$ cat src/rtl/led_ctrl_frontend.sv
// Button front end for an LED shifter: synchronizes and debounces two push
// buttons, emits one-cycle press strobes and holds the run/speed mode state.
module led_ctrl_frontend #(
    parameter int DB_DIV   = 16,
    parameter int DB_DEPTH = 4
) (
    input  logic clk,
    input  logic rst,
    input  logic btn_en,
    input  logic btn_speed,
    output logic en,
    output logic speed,
    output logic pulse_en,
    output logic pulse_speed
);

    typedef enum logic [1:0] {
        PAUSE_FAST = 2'b00,
        PAUSE_SLOW = 2'b01,
        RUN_FAST   = 2'b10,
        RUN_SLOW   = 2'b11
    } state_t;

    logic [1:0]          btn_raw;
    logic [1:0]          sync_p0;
    logic [1:0]          sync_p1;
    logic [DB_DIV-1:0]   tick_cnt;
    logic                tick;
    logic [DB_DEPTH-1:0] samp_en_p2;
    logic [DB_DEPTH-1:0] samp_speed_p2;
    logic [1:0]          lvl_p3;
    logic [1:0]          lvl_p4;
    state_t              state;

    assign btn_raw = {btn_speed, btn_en};
    assign tick    = &tick_cnt;

    // Hysteresis: only a full window of agreeing samples moves the level.
    function automatic logic next_level(input logic [DB_DEPTH-1:0] s, input logic cur);
        if (&s)
            return 1'b1;
        else if (~|s)
            return 1'b0;
        else
            return cur;
    endfunction

    function automatic logic is_run(input state_t s);
        return (s == RUN_FAST) || (s == RUN_SLOW);
    endfunction

    function automatic logic is_slow(input state_t s);
        return (s == PAUSE_SLOW) || (s == RUN_SLOW);
    endfunction

    function automatic state_t next_state(input state_t s, input logic t_run, input logic t_spd);
        logic run;
        logic slow;
        run  = is_run(s) ^ t_run;
        slow = is_slow(s) ^ t_spd;
        case ({run, slow})
            2'b00:   return PAUSE_FAST;
            2'b01:   return PAUSE_SLOW;
            2'b10:   return RUN_FAST;
            default: return RUN_SLOW;
        endcase
    endfunction

    always_ff @(posedge clk or negedge rst) begin
        if (!rst) begin
            sync_p0       <= '0;
            sync_p1       <= '0;
            tick_cnt      <= '0;
            samp_en_p2    <= '0;
            samp_speed_p2 <= '0;
            lvl_p3        <= '0;
            lvl_p4        <= '0;
            pulse_en      <= 1'b0;
            pulse_speed   <= 1'b0;
        end else begin
            // p0/p1: two-flop synchronizer
            sync_p0  <= btn_raw;
            sync_p1  <= sync_p0;
            tick_cnt <= tick_cnt + 1'b1;
            // p2: sample window, advanced once per tick
            if (tick) begin
                samp_en_p2    <= {samp_en_p2[DB_DEPTH-2:0], sync_p1[0]};
                samp_speed_p2 <= {samp_speed_p2[DB_DEPTH-2:0], sync_p1[1]};
            end
            // p3/p4: debounced level and its previous value for edge detect
            lvl_p3[0] <= next_level(samp_en_p2, lvl_p3[0]);
            lvl_p3[1] <= next_level(samp_speed_p2, lvl_p3[1]);
            lvl_p4    <= lvl_p3;
            pulse_en    <= lvl_p3[0] & ~lvl_p4[0];
            pulse_speed <= lvl_p3[1] & ~lvl_p4[1];
        end
    end

    // Outputs decode the next state so they move on the same edge as the state.
    always_ff @(posedge clk or negedge rst) begin
        if (!rst) begin
            state <= PAUSE_FAST;
            en    <= 1'b0;
            speed <= 1'b0;
        end else begin
            state <= next_state(state, pulse_en, pulse_speed);
            en    <= is_run(next_state(state, pulse_en, pulse_speed));
            speed <= is_slow(next_state(state, pulse_en, pulse_speed));
        end
    end

endmodule

$ cat config.mk
export PLATFORM = sky130hd
export DESIGN_NAME = led_ctrl_frontend
export DESIGN_NICKNAME = d
export VERILOG_FILES = /design/src/rtl/led_ctrl_frontend.sv
export SDC_FILE = /design/constraint.sdc
export NUM_CORES = 1
export LEC_CHECK = 0
export ABC_AREA = 1
export CORE_UTILIZATION = 26
export DETAILED_ROUTE_END_ITERATION = 6
export GPL_ROUTABILITY_DRIVEN = 0
export SETUP_SLACK_MARGIN = 0.15
export SYNTH_ARGS = -nofsm -noshare
export SYNTH_HDL_FRONTEND = slang
export SYNTH_SLANG_ARGS = --single-unit
$ cat constraint.sdc
create_clock -name clk -period 1.2 [get_ports clk]
set_input_delay 0.18 -clock clk [delete_from_list [all_inputs] [get_ports clk]]
set_output_delay 0.18 -clock clk [all_outputs]
set_load 0.01 [all_outputs]
==> out/results.ini <==
[global_routing]
overflow = 0
track_usage_pct = 9.98
antenna_found_initial = 0
grt_pass1_vias = 1030
grt_max_degree = 37
grt_pass1_wl_um = 4660

[sta]
slew_viol_final = 0
whs_ns = 0.335
rsz0062_at_grt = true
min_period_over_period_pct = 101
hold_viol = 0
skew_ns = 0.00384
max-slew-margin-rel_pct = 85.8
setup_violations = 2
setup_ws_ns = -0.0107
fmax_ghz = 0.826
period_minus_slack_ns = 1.21
tightest_slew_ns = 0.212

[cts]
htree_num_levels = 2
clk_pin_slew_ns = 0.07
cts_buffers = 5
cts_max_path_buffers = 2
cts_tree = yes
cts_root_buffer = clkbuf_8
cts_sinks = 36
clk_latency_ns = 0.28

[drt]
vias = 1070
drc = 0
ant_nets = 0
via_per_inst = 4.15
totalWireLength_um = 2750
wl_per_cell_um = 10.7
drt_iter0_drc = 47
dr.pass1.iters = 4

[worst_setup_path]
ff2ff_setup_slack_ns = -0.01
crit_path_end_kind = flip-flop
cp_max_fo = 6
critical_path_class = reg -> reg
setup.worst_path.start = tick_cnt[5]
worst_ep_arrival_time_ns = 1.38
cp-start-kind = flip-flop
r2r_start = tick_cnt[5]
r2r_cells = 5
required_ns = 1.37
r2r-end = samp_en_p2[0]

[placement]
dp.final_hpwl_um = 1660
io_buffers = 7

[pwr]
cellLeakagePower_nw = 1.03
power.density_nw_per_um2 = 1120
p_total_w = 0.00218
peakVddDrop_uv = 627

[final_layout]
fin_nets = 191
area_delta_synth_final_pct = 29.6
diodes = 0
drive_gt1_share_pct = 28.5

[floorplan]
rows = 27
io_pins = 8
start_util_pct = 27.1
core_area_um2 = 5540
fp.dieH_um = 78.1
die_w_um = 78.1
dieArea_um2 = 6090

[outcome]
violations = setup timing
status = finished, violations left

[synthesis]
synth_seq_cells = 36
synth.area.top_cells = dfrtp_1 60%, nand2_1 12%, xor2_1 3.5%, o21ai_1 3.3%, nor2_1 3.2%
syn-cell-area_um2 = 1500
syn_area_per_cell_um2 = 9.70
syn-num-nets = 160
yosysWarnings = 0
synth_top_cell_area_share_pct = 59.9
syn-instance-count = 155
yosys.area.top_type = dfrtp_1
synth_cell_type_count = 19
ys_seq_area_share_pct = 59.9

[worst_hold_path]
hold_path_end = sync_p0[0]
hold_class = in -> reg
worstHoldPathCells = 1
holdCritStartpoint = btn_en

[job]
drv_cap = 0

worst max-delay path by stage:
stage                       end  slack (ns)  cells after the start
2_1_floorplan     samp_en_p2[0]       -0.02                      7
3_3_place_gp      samp_en_p2[2]       -0.02                      7
3_5_place_dp       tick_cnt[14]       -0.04                      6
4_1_cts        samp_speed_p2[2]      -0.004                      7
5_1_grt        samp_speed_p2[2]       -0.08                      7
6_report          samp_en_p2[0]       -0.01                      5
report_power, final:
group | switching [W] | internal, W | leakage (nW)
sequential | 0.00000206 | 0.00122 | 0.478
combinational | 0.0000254 | 0.0000157 | 0.501
clock | 0.000403 | 0.000511 | 0.0503
logic make-up after synthesis:
group,synth area share (%)
buf+inv,3.49
simple gates,26.2
fa+ha+maj,0.832
xor+xnor,5.24
flops,59.9
compound gates,4.33
placed cells by master (no fill, tap or decap), drive strengths merged:
cell type and count:
buf 21, clkbuf 7, clkdlybuf4s50 2, dfrtp 36
dlygate4sd3 1, ha 1, inv 11, nand2 55
nand3 6, nand3b 2, nand4 2, nor2 18
nor3 2, o21ai 13, xnor2 3, xor2 6
flip-flops by register name, summed over array words and instances, names as in the netlist:
register       cells
tick_cnt          16
samp_en_p2         4
samp_speed_p2      4
lvl_p3             2
lvl_p4             2
sync_p0            2
sync_p1            2
en                 1
pulse_en           1
pulse_speed        1
state              1
per-layer routing:
metal	track usage (%)	routed length, µm
met1	13.0	1390
met2	15.1	1240
met3	3.49	94
met4	3.89	28
met5	0	0
cells in the mapped netlist:
library cell and n:
buf_6 1, dfrtp_1 36, ha_1 1, inv_1 11, nand2_1 50, nand2_2 2, nand2_4 2, nand3_1 6
nand3b_1 2, nand4_1 2, nor2_1 13, nor2_2 2, nor2_4 2, nor2_8 1, nor3_1 2, o21ai_0 3
o21ai_1 10, xnor2_1 3, xor2_1 6
critical path: stages (launching register included):
cell     delay (ns)
dfrtp_1        0.39
nand2_1        0.16
nor2_4         0.19
nand2_2        0.14
o21ai_1        0.16
nand2_1        0.06
cell type report:
cell class / count / area, µm²
Clock buffer: 7 / 96.3
Fill cell: 582 / 3590
Inverter: 11 / 41.3
Multi-Input combinational cell: 108 / 632
Sequential cell: 36 / 902
Tap cell: 72 / 90.1
Timing Repair Buffer: 24 / 188
through the flow:
step           cells  TNS (ns)  util [%]  cell area (µm²)  worst slack (ns)
2_1_floorplan    155    -0.149         -             1510           -0.0166
3_3_place_gp     241    -0.111      31.1             1720           -0.0163
3_5_place_dp     241   -0.0969      31.1             1720           -0.0432
4_1_cts          252  -0.00702      33.9             1880          -0.00418
5_1_grt          258    -0.700      35.2             1950           -0.0756
6_report         258   -0.0143      35.2             1950           -0.0107
timing repair:
| action | 4_1_cts | 5_1_grt |
|---|---|---|
| setup endpoints to repair | 24 | 20 |
| setup buffers | 2 | 6 |
| gates cloned | 1 | 0 |
| endpoints found under the hold margin | 36 | 0 |
| hold buffers | 1 | 0 |
| resized for setup | 30 | 7 |
| pin swaps | 17 | 8 |
Power figures use the tool's default switching activity.
